**src/rtl/acc_ctrl_seq.sv**
```systemverilog
// Instruction sequencer for the accumulator datapath: fetches 8-bit
// instructions over valid/ready, sequences operand reads, drives op strobes.
module acc_ctrl_seq #(
   parameter int PC_W        = 8,
   parameter int MEM_TIMEOUT = 15
) (
   input  logic            clka,
   input  logic            restart,
   input  logic            start,
   input  logic            instr_valid,
   input  logic [7:0]      instr_data,
   output logic            instr_ready,
   output logic [PC_W-1:0] pc,
   output logic            mem_rd,
   output logic [3:0]      mem_addr,
   input  logic            mem_rdy,
   output logic            in_load_accu,
   output logic            in_arithMemory,
   output logic            execute_en_in,
   output logic [3:0]      in_imm,
   output logic            in_add,
   output logic            in_addi,
   output logic            in_sub,
   output logic            in_subi,
   output logic            in_and,
   output logic            in_or,
   output logic            in_xor,
   output logic            in_not,
   output logic            shiftl,
   output logic            shiftr,
   output logic            busy,
   output logic            halted,
   output logic            illegal,
   output logic            mem_err
);

   localparam int CNT_W = $clog2(MEM_TIMEOUT + 1);

   localparam logic [3:0] OP_NOP  = 4'h0;
   localparam logic [3:0] OP_LDA  = 4'h1;
   localparam logic [3:0] OP_ADD  = 4'h2;
   localparam logic [3:0] OP_ADDI = 4'h3;
   localparam logic [3:0] OP_SUB  = 4'h4;
   localparam logic [3:0] OP_SUBI = 4'h5;
   localparam logic [3:0] OP_AND  = 4'h6;
   localparam logic [3:0] OP_OR   = 4'h7;
   localparam logic [3:0] OP_XOR  = 4'h8;
   localparam logic [3:0] OP_NOT  = 4'h9;
   localparam logic [3:0] OP_SHL  = 4'hA;
   localparam logic [3:0] OP_SHR  = 4'hB;
   localparam logic [3:0] OP_JMP  = 4'hC;
   localparam logic [3:0] OP_HALT = 4'hF;

   typedef enum logic [2:0] {
      S_IDLE, S_FETCH, S_DECODE, S_MEMRD, S_EXEC, S_HALT
   } state_t;

   state_t           state;
   logic [7:0]       ir;
   logic [CNT_W-1:0] wait_cnt;
   logic [9:0]       op_strb;
   logic [3:0]       opc;

   assign opc = ir[7:4];

   // Bit order matches the output concatenation below: add is bit 0.
   function automatic logic [9:0] op_onehot(input logic [3:0] op);
      op_onehot = '0;
      case (op)
         OP_ADD:  op_onehot[0] = 1'b1;
         OP_ADDI: op_onehot[1] = 1'b1;
         OP_SUB:  op_onehot[2] = 1'b1;
         OP_SUBI: op_onehot[3] = 1'b1;
         OP_AND:  op_onehot[4] = 1'b1;
         OP_OR:   op_onehot[5] = 1'b1;
         OP_XOR:  op_onehot[6] = 1'b1;
         OP_NOT:  op_onehot[7] = 1'b1;
         OP_SHL:  op_onehot[8] = 1'b1;
         OP_SHR:  op_onehot[9] = 1'b1;
         default: op_onehot = '0;
      endcase
   endfunction

   function automatic logic is_mem_op(input logic [3:0] op);
      return (op == OP_ADD) || (op == OP_SUB) || (op == OP_AND) ||
             (op == OP_OR)  || (op == OP_XOR) || (op == OP_NOT);
   endfunction

   function automatic logic is_imm_op(input logic [3:0] op);
      return (op == OP_ADDI) || (op == OP_SUBI) || (op == OP_SHL) ||
             (op == OP_SHR)  || (op == OP_LDA);
   endfunction

   // Outputs are registered against the state being entered, so each one
   // is a clean function of the current state for the whole cycle.
   always_ff @(posedge clka) begin
      if (restart) begin
         state         <= S_IDLE;
         pc            <= '0;
         ir            <= '0;
         wait_cnt      <= '0;
         illegal       <= 1'b0;
         mem_err       <= 1'b0;
         instr_ready   <= 1'b0;
         mem_rd        <= 1'b0;
         mem_addr      <= '0;
         op_strb       <= '0;
         execute_en_in <= 1'b0;
         in_load_accu  <= 1'b0;
         in_imm        <= '0;
         busy          <= 1'b0;
         halted        <= 1'b0;
      end else begin
         instr_ready   <= 1'b0;
         mem_rd        <= 1'b0;
         mem_addr      <= '0;
         op_strb       <= '0;
         execute_en_in <= 1'b0;
         in_load_accu  <= 1'b0;
         in_imm        <= '0;
         busy          <= 1'b1;
         halted        <= 1'b0;
         case (state)
            S_IDLE: begin
               if (start) begin
                  state       <= S_FETCH;
                  instr_ready <= 1'b1;
               end else begin
                  busy <= 1'b0;
               end
            end
            S_FETCH: begin
               if (instr_valid) begin
                  ir    <= instr_data;
                  pc    <= pc + PC_W'(1);
                  state <= S_DECODE;
               end else begin
                  instr_ready <= 1'b1;
               end
            end
            S_DECODE: begin
               if (is_mem_op(opc)) begin
                  state    <= S_MEMRD;
                  mem_rd   <= 1'b1;
                  mem_addr <= ir[3:0];
               end else if (is_imm_op(opc)) begin
                  state         <= S_EXEC;
                  op_strb       <= op_onehot(opc);
                  execute_en_in <= (opc != OP_LDA);
                  in_load_accu  <= (opc == OP_LDA);
                  in_imm        <= ir[3:0];
               end else if (opc == OP_HALT) begin
                  state  <= S_HALT;
                  busy   <= 1'b0;
                  halted <= 1'b1;
               end else begin
                  // NOP, JMP and the undefined opcodes all go straight back to fetch.
                  if (opc == OP_JMP)
                     pc <= PC_W'(ir[3:0]);
                  if (opc != OP_NOP && opc != OP_JMP)
                     illegal <= 1'b1;
                  state       <= S_FETCH;
                  instr_ready <= 1'b1;
               end
            end
            S_MEMRD: begin
               if (mem_rdy) begin
                  wait_cnt      <= '0;
                  state         <= S_EXEC;
                  op_strb       <= op_onehot(opc);
                  execute_en_in <= 1'b1;
                  in_imm        <= ir[3:0];
               end else if (wait_cnt == CNT_W'(MEM_TIMEOUT - 1)) begin
                  wait_cnt    <= '0;
                  mem_err     <= 1'b1;
                  state       <= S_FETCH;
                  instr_ready <= 1'b1;
               end else begin
                  wait_cnt <= wait_cnt + CNT_W'(1);
                  mem_rd   <= 1'b1;
                  mem_addr <= ir[3:0];
               end
            end
            S_EXEC: begin
               state       <= S_FETCH;
               instr_ready <= 1'b1;
            end
            S_HALT: begin
               busy   <= 1'b0;
               halted <= 1'b1;
            end
            default: begin
               state <= S_IDLE;
               busy  <= 1'b0;
            end
         endcase
      end
   end

   // Operand latch must fire in the very cycle reg_in is valid, so it is
   // the one output qualified by an input; it stays confined to MEMRD.
   assign in_arithMemory = (state == S_MEMRD) && mem_rdy;

   assign {shiftr, shiftl, in_not, in_xor, in_or,
           in_and, in_subi, in_sub, in_addi, in_add} = op_strb;

endmodule

```
**config.mk**
```make
export PLATFORM = sky130hd
export DESIGN_NAME = acc_ctrl_seq
export DESIGN_NICKNAME = d
export VERILOG_FILES = /design/src/rtl/acc_ctrl_seq.sv
export SDC_FILE = /design/constraint.sdc
export NUM_CORES = 1
export LEC_CHECK = 0
export CAP_MARGIN = 5
export CORE_MARGIN = 5
export CORE_UTILIZATION = 45
export DETAILED_ROUTE_END_ITERATION = 16
export PLACE_DENSITY = 0.73
export SYNTH_ARGS = -nofsm -noshare
export SYNTH_HDL_FRONTEND = slang
export SYNTH_SLANG_ARGS = --single-unit
```
**constraint.sdc**
```tcl
create_clock -name clka -period 2.6 [get_ports clka]
set_input_delay 0.39 -clock clka [delete_from_list [all_inputs] [get_ports clka]]
set_output_delay 0.39 -clock clka [all_outputs]
set_load 0.01 [all_outputs]
```
======== Word-level counts from Yosys, hierarchy flattened ========
Index checks and enable logic that the tools add are counted.
cells by class
  $add $sub $neg .......................... 2
  multipliers ............................. 0
  div/mod/pow operators ................... 0
  $lt $le $gt $ge ......................... 0
  equality and inequality tests ........... 28
  shift-type cells ........................ 0
  muxes and demuxes ....................... 61
  bitwise logic cells ..................... 6
  reductions and logical operators ........ 21
operators with widths
  kind                                                             number
  8-bit 2-to-1 mux                                                 5
  4-bit 2-to-1 mux                                                 8
  10-bit 2-to-1 mux                                                3
  4-bit == test, second input constant                             7
  1-bit 2-to-1 mux                                                 28
  3-bit 2-to-1 mux                                                 7
  10-bit case mux with 2 select lines                              1
  3-bit case mux with 6 select lines                               1
  4-bit by 3-bit == test with 1-bit output, second input constant  4
  4-bit case mux with 2 select lines                               2
  8-bit case mux with 2 select lines                               1
  2-bit inequality test, second input constant                     6
  1-bit logical OR                                                 9
  8-bit by 1-bit adder with 8-bit output, second input constant    1
  4-bit by 2-bit == test with 1-bit output, second input constant  2
  3-bit by 2-bit == test with 1-bit output, second input constant  2
  3-bit == test, second input constant                             2
  1-bit inverter                                                   6
  1-bit case mux with 2 select lines                               3
  6-bit AND reduction                                              1
  1-bit case mux with 5 select lines                               1
  5-bit AND reduction                                              1
  4-bit by 1-bit adder with 4-bit output, second input constant    1
  4-bit by 1-bit == test with 1-bit output, second input constant  1
  other kinds (14)                                                 15
storage, ports and cells
  flip-flop bits (word level) ............. 49
  bits in latches ......................... 0
  bits in writable memories ............... 0
  memory bits (read-only) ................. 0
  input bits .............................. 13
  output and inout port bits .............. 35
  logic and storage cells ................. 133
  memories kept ........................... 0

======== Logic depth before layout (Yosys ltp) ========
Gate-level depths: netlist (run 1).
  word-level depth ........................ 8
  mapped depth ............................ 6
  mapped depth without buffers ............ 6

======== Worst setup path before layout (run 1) ========
Ideal clock, no wire load.
  path type ............................... reg2reg
  start point ............................. register state[2]
  end point ............................... register in_imm[0]
  library setup time ...................... 0.059 ns
  arrival ................................. 1.678 ns
  required time ........................... 2.541 ns
  setup slack ............................. 0.863 ns
  cell stages (with the launch flop) ...... 7
  path buffers ............................ 2
  clock period less this slack ............ 1.737 ns
  cell sequence ........................... dfxtp_1 -> buf_6 -> or3b_1 -> buf_6 -> or4_4 -> a21oi_2 -> and2_1
on the way
  word-level cells in the longest chain between the ends .. 2
  elaborated cells on any way between the ends .. 3
  those cells by class .................... eq/ne (2); mux (1)
ends and longest elaborated chain
  element                                   line  source
  start: declaration                        58    state_t state;
  start signal: assignment                  98    state <= S_IDLE;
  start signal: assignment                  126   state <= S_FETCH;
  start signal: assignment                  136   state <= S_DECODE;
  3-bit by 2-bit == test with 1-bit output  123   case (state)
  4-bit case mux with 2 select lines (*)    123
  end signal: assignment                    151   in_imm <= ir[3:0];
  end signal: assignment                    172   in_imm <= ir[3:0];
  end: declaration                          20    output logic [3:0] in_imm,
Every way passes the cells marked *; elsewhere a longest branch is shown, timed or not.
A chain may end at the register's enable or synchronous reset.

======== Worst setup path in the final report (run 1) ========
  start point ............................. register state[0]
  end point ............................... output port in_arithMemory
on the way
  word-level cells in the longest chain between the ends .. 2
ends and longest elaborated chain
  element                                   line  source
  3-bit by 2-bit == test with 1-bit output  202   assign in_arithMemory = (state == S_MEMRD) && mem_rdy;
  1-bit logical AND                         202
  end: declaration                          18    output logic in_arithMemory,
No other way between the ends.

==> results of run 1 <==
[sequential cells by signal, indices dropped and copies added (netlist names), 3 cells and up]
name and cells:
mem_addr 4, wait_cnt 4, in_imm 4, op_strb 10
state 3, ir 8, pc 8
[worst max path at each step]
| stage | depth (start not counted) | slack [ps] | endpoint |
|---|---|---|---|
| floorplan | 6 | 860 | in_imm[0] |
| detailed placement | 4 | 360 | in_arithMemory |
| global placement | 4 | 370 | in_arithMemory |
| global route | 3 | 240 | in_arithMemory |
| finish | 3 | 360 | in_arithMemory |
| CTS | 4 | 360 | in_arithMemory |
[synthesized netlist by cell type, types with 3 or more instances]
cell type	count	share of area, %
a311oi_1	3	1.2
nand2_1	31	5.4
dfxtp_1	49	46
and3_1	5	1.5
nor3b_1	3	1.1
clkbuf_1	9	1.6
o21ai_0	10	2.3
a21oi_1	25	5.9
nand3_1	4	0.94
nor2_1	36	6.3
and2_1	11	3.2
nor3_1	7	1.6
inv_1	6	1.1
nand2b_1	5	1.5
ha_1	3	1.8
nand4_1	3	0.88
[per-stage QoR]
step	std cells	setup WS, ps
global placement	348	371
floorplan	256	863
detailed placement	348	357
global route	356	239
CTS	356	358
finish	356	361
[routing by layer]
layer  vias up  GRT usage, %
li1        987             -
met1       841          22.4
met2        48          24.4
met3         6          3.17
met4         0          7.73
met5         -             0
[worst max-delay path, cell delays in order (launching register included)]
cell and delay, ps:
dfxtp_1 590, nand4b_1 310, inv_1 120, clkdlybuf4s50_1 530
[cells in the final DEF, fill, tap and decap left out, types with 3 or more instances in the layout]
cell             netlist  layout
ha_1                   3       3
nor2_1                36      36
nor3_1                 7       7
nand4_1                3       3
o21ai_0               10      10
nand2_1               31      31
a21oi_1               25      25
nor3b_1                3       3
nand3_1                4       4
buf_4                  0       6
nand2b_1               5       5
inv_1                  6       6
a311oi_1               3       3
dfxtp_1               49      49
clkdlybuf4s50_1        0      47
clkbuf_8               0       5
and2_1                11      11
and3_1                 5       5
[cell families after synthesis]
logic type | count (synthesis)
flops | 49
simple gates | 121
mux | 3
compound gates | 58
fa+ha+maj | 3
xor+xnor | 1
buf+inv | 21
[where the power goes]
| part | switching, mW | internal (mW) | total [mW] | leakage (nW) |
|---|---|---|---|---|
| sequential | 0.0548 | 0.782 | 0.837 | 0.396 |
| combinational | 0.156 | 0.133 | 0.289 | 0.537 |
| clock | 0.246 | 0.191 | 0.437 | 0.0481 |
| total | 0.457 | 1.11 | 1.56 | 0.982 |
[final cells by class]
class / instances / area [um2] / share of cell area, %
well taps: 54 / 67.6 / 2.47
clock buffers: 5 / 68.8 / 2.51
clock inverters: 3 / 22.5 / 0.822
multi-input cells: 186 / 1060 / 38.7
inverters: 6 / 22.5 / 0.822
repair buffers: 53 / 515 / 18.8
flip-flops and latches: 49 / 981 / 35.8
==> metrics.md, run 1 <==
| Metric | Value |
|---|---|
| Largest family of logic cells by synthesized area | simple AND/OR/NAND/NOR gates |
| Hold Path Sink | mem_err |
| Post-synth EDFFs | 0 |
| Worst min path class | register to register |
| Total Power | 1.56 mW |
| Status | finished clean |
| RSZ-0062 raised after global routing | no |
| Die Footprint | 0.00623 mm2 |
| Synth Area in Adders | 1.76% |
| Global-route wire length before repair | 7.91 mm |
| Total number of vias | 1882 |
| Final Util | 58.8% |
| Fin crit period | 2240 ps |
| Drt pass-1 iters | 4 |
| Post-synth top flop | dfxtp_1 |
| Detailed Place HPWL | 3.50 mm |
| WL met2 | 2.11 mm |
| Clock H-tree levels | 2 |
| PwrDens | 571 mW/mm2 |
| Startpoint types | register |
| Num ports | 48 |
| Critical Path RT | 2210 ps |
| Crit-path max FO | 13 |
| Mux contribution to synthesized area | 1.46% |
| Post-CTS sizing | 0 |
| Clk slew on worst S/H paths | 80 ps |
| Post-synthesis xor/xnor area fraction | 0.410% |
| WL met3 | 248 um |
| CP Class | register to primary output |
| WHS Path Cells | 2 |
| Final Hold Vio Count | 0 |
| RR Startpoint | state[1] |
| FF-to-FF setup slack | 520 ps |
| Drt wl/cell | 13.4 um |
| Post-route DRC | 0 |
| Final nets | 317 |
| HP Start | mem_err |
| Unique masters post-synth | 51 |
| Fill cells | 433 |
| Area growth, synth to finish | 28.1% |
| CTS Root Cell | clkbuf_8 |
| DRT Wirelength | 4.75 mm |
| Vias in the first global route | 1640 |
| Met1 wire length | 2.34 mm |
| Top sig layer | met4 |
| CTS tree | yes |
| Worst reg2reg path endpoint | pc[3] |
| Largest net degree at the start of global routing | 30 |
| Fmax | 447 MHz |
| GRT Overall Usage | 16.3% |
| Mean Syn Cell Area | 8.35 um2 |
| Post-synthesis sequential area ratio | 45.9% |
| Post-layout instance area | 0.00274 mm2 |
| Max Cap Violations | 0 |
| Placer congestion estimate | 0.864 |
| Cts bufs inserted | 5 |
| Peak VDD IR | 0.000284 V |
| IO Port Bufs | 47 |
| Number of vias per cell | 5.29 |
| Pins over their slew limit | 0 |
| Leakage power | 0.982 nW |
| Clock Latency Late Sink | 300 ps |
| Arr. time, crit path | 1850 ps |
| Rows | 25 |
| Antenna Cells | 0 |
| Post-route clock period utilization | 86.1% |
| Initial Util | 45.9% |
| Post-CTS Hold Buffers | 0 |
| Mapped cell area | 0.00214 mm2 |
| Setup TNS | 0 ps |
| R2R cell count | 4 |
| Clk sink count | 49 |
| Synth Area in Simple Gates | 28.7% |
| Compound-Gate Fraction of Synth Area | 17.3% |
| Initial antenna violation count | 0 |
| Slew HR | 58.3% |
| Crit end category | primary output |
| Cells after Synth | 256 |
| Die width | 78.9 um |
| Crit path from | state[0] |
| Hold slack final | 492 ps |
| Post-place instance area | 0.00265 mm2 |
| Worst-Margin Slew | 620 ps |
| Antenna Nets Post-Route | 0 |
| Drt first-iter violations | 126 |
| Synth warnings | 0 |
| Share of cells above drive strength 1 | 6.62% |
| Flops & latches, synth | 49 |
| Mapped Nets | 272 |
| Core Footprint | 0.00466 mm2 |
| Die H | 78.9 um |
| # setup viols final | 0 |
| Clk_skew | 9.78 ps |
| Asr flop ratio synth | 0% |
| Setup bufs post-CTS | 0 |
| Global route overflow | 0 |
| Clock buffer depth | 2 |
Note: power is estimated with default switching activity, not from simulation.
==> inputs of run 2 (changes only) <==
--- a/config.mk
+++ b/config.mk
@@ -8,6 +8,7 @@
 export CAP_MARGIN = 5
 export CORE_MARGIN = 5
 export CORE_UTILIZATION = 45
+export CTS_CLUSTER_DIAMETER = 80
 export DETAILED_ROUTE_END_ITERATION = 16
 export PLACE_DENSITY = 0.73
 export SYNTH_ARGS = -nofsm -noshare
==> results of run 2 <==
No change in the layout: final DEF, timing and power equal those of run 1.
==> inputs of run 3 (changes only) <==
--- a/config.mk
+++ b/config.mk
@@ -7,10 +7,12 @@
 export LEC_CHECK = 0
 export CAP_MARGIN = 5
 export CORE_MARGIN = 5
-export CORE_UTILIZATION = 45
+export CORE_UTILIZATION = 46
 export CTS_CLUSTER_DIAMETER = 80
 export DETAILED_ROUTE_END_ITERATION = 16
-export PLACE_DENSITY = 0.73
+export PLACE_DENSITY = 0.74
+export SETUP_SLACK_MARGIN = 0.3
+export SLEW_MARGIN = 40
 export SYNTH_ARGS = -nofsm -noshare
 export SYNTH_HDL_FRONTEND = slang
 export SYNTH_SLANG_ARGS = --single-unit
==> metrics.md, run 3 (synthesized netlist as in run 1, its figures left out) <==
| Metric | Value |
|---|---|
| Clk sink count | 49 (unchanged) |
| Area growth, synth to finish | 29.1% (was 28.1%) |
| Top reg by flops | op_strb (unchanged) |
| Most used cell, CP | clkdlybuf4s50_1 |
| Final nets | 317 (unchanged) |
| Final Util | 62.1% (was 58.8%) |
| Drt pass-1 iters | 5 (was 4) |
| Placer congestion estimate | 0.827 (was 0.864) |
| Rows | 24 (was 25) |
| Total Power | 1.67 mW (was 1.56 mW) |
| Global route overflow | 0 (unchanged) |
| P_sw | 0.467 mW (was 0.457 mW) |
| Switching share of power | 28.0% (was 29.3%) |
| Most frequent cells in the layout | 48 x dfxtp_1, 47 x clkdlybuf4s50_1, 36 x nor2_1, 31 x nand2_1, 25 x a21oi_1 (was 49 x dfxtp_1, 47 x clkdlybuf4s50_1, 36 x nor2_1, 31 x nand2_1, 25 x a21oi_1) |
| Seq pwr share | 50.2% (was 53.6%) |
| Largest regs | op_strb (10), ir (8), pc (8) (unchanged) |
| Initial antenna violation count | 0 (unchanged) |
| Pins over their slew limit | 0 (unchanged) |
| Max reg flops | 10 (unchanged) |
| DRT Wirelength | 4.94 mm (was 4.75 mm) |
| CTS tree | yes (unchanged) |
| Clk_skew | 7.22 ps (was 9.78 ps) |
| Antenna Cells | 0 (unchanged) |
| Setup TNS | 0 ps (unchanged) |
| Die H | 78.2 um (was 78.9 um) |
| RSZ-0062 raised after global routing | no (unchanged) |
| Fin crit period | 2160 ps (was 2240 ps) |
| Clock H-tree levels | 2 (unchanged) |
| Peak VDD IR | 0.000411 V (was 0.000284 V) |
| Worst-path cell chain | clkdlybuf4s50_1 -> nand4b_1 -> inv_1 -> clkdlybuf4s50_1 (was nand4b_1 -> inv_1 -> clkdlybuf4s50_1) |
| Core Footprint | 0.00444 mm2 (was 0.00466 mm2) |
| Vias in the first global route | 1774 (was 1640) |
| Status | finished clean (unchanged) |
| # setup viols final | 0 (unchanged) |
| Global-route wire length before repair | 8.36 mm (was 7.91 mm) |
| PwrDens | 605 mW/mm2 (was 571 mW/mm2) |
| Initial Util | 48.1% (was 45.9%) |
| Combinational share of power | 17.4% (was 18.5%) |
| Crit-path max FO | 5 (was 13) |
| Die Footprint | 0.00611 mm2 (was 0.00623 mm2) |
| Post-route DRC | 0 (unchanged) |
| Leading cell type in the layout, fill and taps excluded | dfxtp_1 (unchanged) |
| Slew HR | 61.6% (was 58.3%) |
| Clk slew on worst S/H paths | 80 ps (about the same) |
| Fmax | 463 MHz (was 447 MHz) |
| Max Cap Violations | 0 (unchanged) |
| Internal | 1.20 mW (was 1.11 mW) |
| Post-route clock period utilization | 83.1% (was 86.1%) |
| Total number of vias | 1933 (was 1882) |
| Detailed Place HPWL | 3.52 mm (was 3.50 mm) |
| Clock Latency Late Sink | 300 ps (about the same) |
| Arr. time, crit path | 1770 ps (was 1850 ps) |
| Leakage power | 0.987 nW (was 0.982 nW) |
| Drt first-iter violations | 160 (was 126) |
| Crit end category | primary output (unchanged) |
| Die width | 78.2 um (was 78.9 um) |
| Drt wl/cell | 14.0 um (was 13.4 um) |
| Share of cells above drive strength 1 | 6.95% (was 6.62%) |
| Startpoint types | input pin (was register) |
| Final Hold Vio Count | 0 (unchanged) |
| Non-Filler Instances | 354 (was 356) |
| Cts bufs inserted | 5 (unchanged) |
| Worst-Margin Slew | 575 ps (was 620 ps) |
| Largest net degree at the start of global routing | 30 (unchanged) |
| Slowest-stage cell, CP | clkdlybuf4s50_1 (was dfxtp_1) |
| IO Port Bufs | 47 (unchanged) |
| Worst min path class | register to register (unchanged) |
| Hold slack final | 488 ps (was 492 ps) |
| Number of vias per cell | 5.46 (was 5.29) |
| Placed cells | 345 (was 348) |
| Clock group share of total power | 32.4% (was 28.0%) |
| GRT Overall Usage | 16.7% (was 16.3%) |
| Num ports | 48 (unchanged) |
| Critical Path RT | 2210 ps (about the same) |
| CP max stage delay | 580 ps (was 590 ps) |
| Antenna Nets Post-Route | 0 (unchanged) |
| Clock buffer depth | 2 (unchanged) |
| CTS Root Cell | clkbuf_8 (unchanged) |
| CP Class | input pin to primary output (was register to primary output) |
-- run 3: cell count changes in the layout (fill, tap and decap cells not counted) --
cell        previous run  this run
dfxtp_1               49        48
clkinv_4               2         1
dfxtp_2                0         1
bufinv_16              0         1
clkinvlp_4             0         1
clkinv_2               1         0
-- run 3: area by class of cell --
type,instances,area (um2)
timing repair buffer,53,515
multi-input combinational,186,1060
clock buffer,5,68.8
inverter,6,22.5
tap,52,65.1
sequential,49,982
clock inverter,3,46.3
fill,410,1680
-- run 3: through the flow --
step                      setup WS (ps)  cell area (um2)
after global routing                361             2760
after floorplan                     863             2140
after CTS                           321             2750
final                               439             2760
after global placement              362             2640
after detailed placement            329             2640
-- run 3: path summary, 6_finish.rpt --
kind / cells past startpoint / slack [ps] / endpoint / startpoint
worst max-delay path: 4 / 440 / in_arithMemory / mem_rdy
worst min-delay path: 2 / 490 / mem_err / mem_err
worst max register to register: 4 / 560 / in_imm[0] / state[2]
worst min register to register: 2 / 490 / mem_err / mem_err
-- run 3: what timing repair did --
item,in CTS,in global routing
endpoints found under the setup margin,0,1
hold buffers,0,0
buffers inserted,0,1
resized for setup,0,1
-- run 3: power groups by stage --
stage | combinational [mW] | sequential [mW] | clock (mW)
floorplan | 0.215 | 0.824 | 0
global placement | 0.284 | 0.852 | 0
detailed placement | 0.287 | 0.853 | 0
CTS | 0.289 | 0.836 | 0.551
global route | 0.323 | 0.849 | 0.581
finish | 0.291 | 0.839 | 0.541
-- run 3: routing by layer --
layer	track usage, %	routed length [um]
met5	0	0
met4	5.07	71
met3	5.26	360
met2	25.9	2190
met1	22.4	2320
-- run 3: worst max-delay path, delay by kind of cell --
kind | cells | cell delay, ps
simple gates | 1 | 190
buf+inv | 3 | 1200
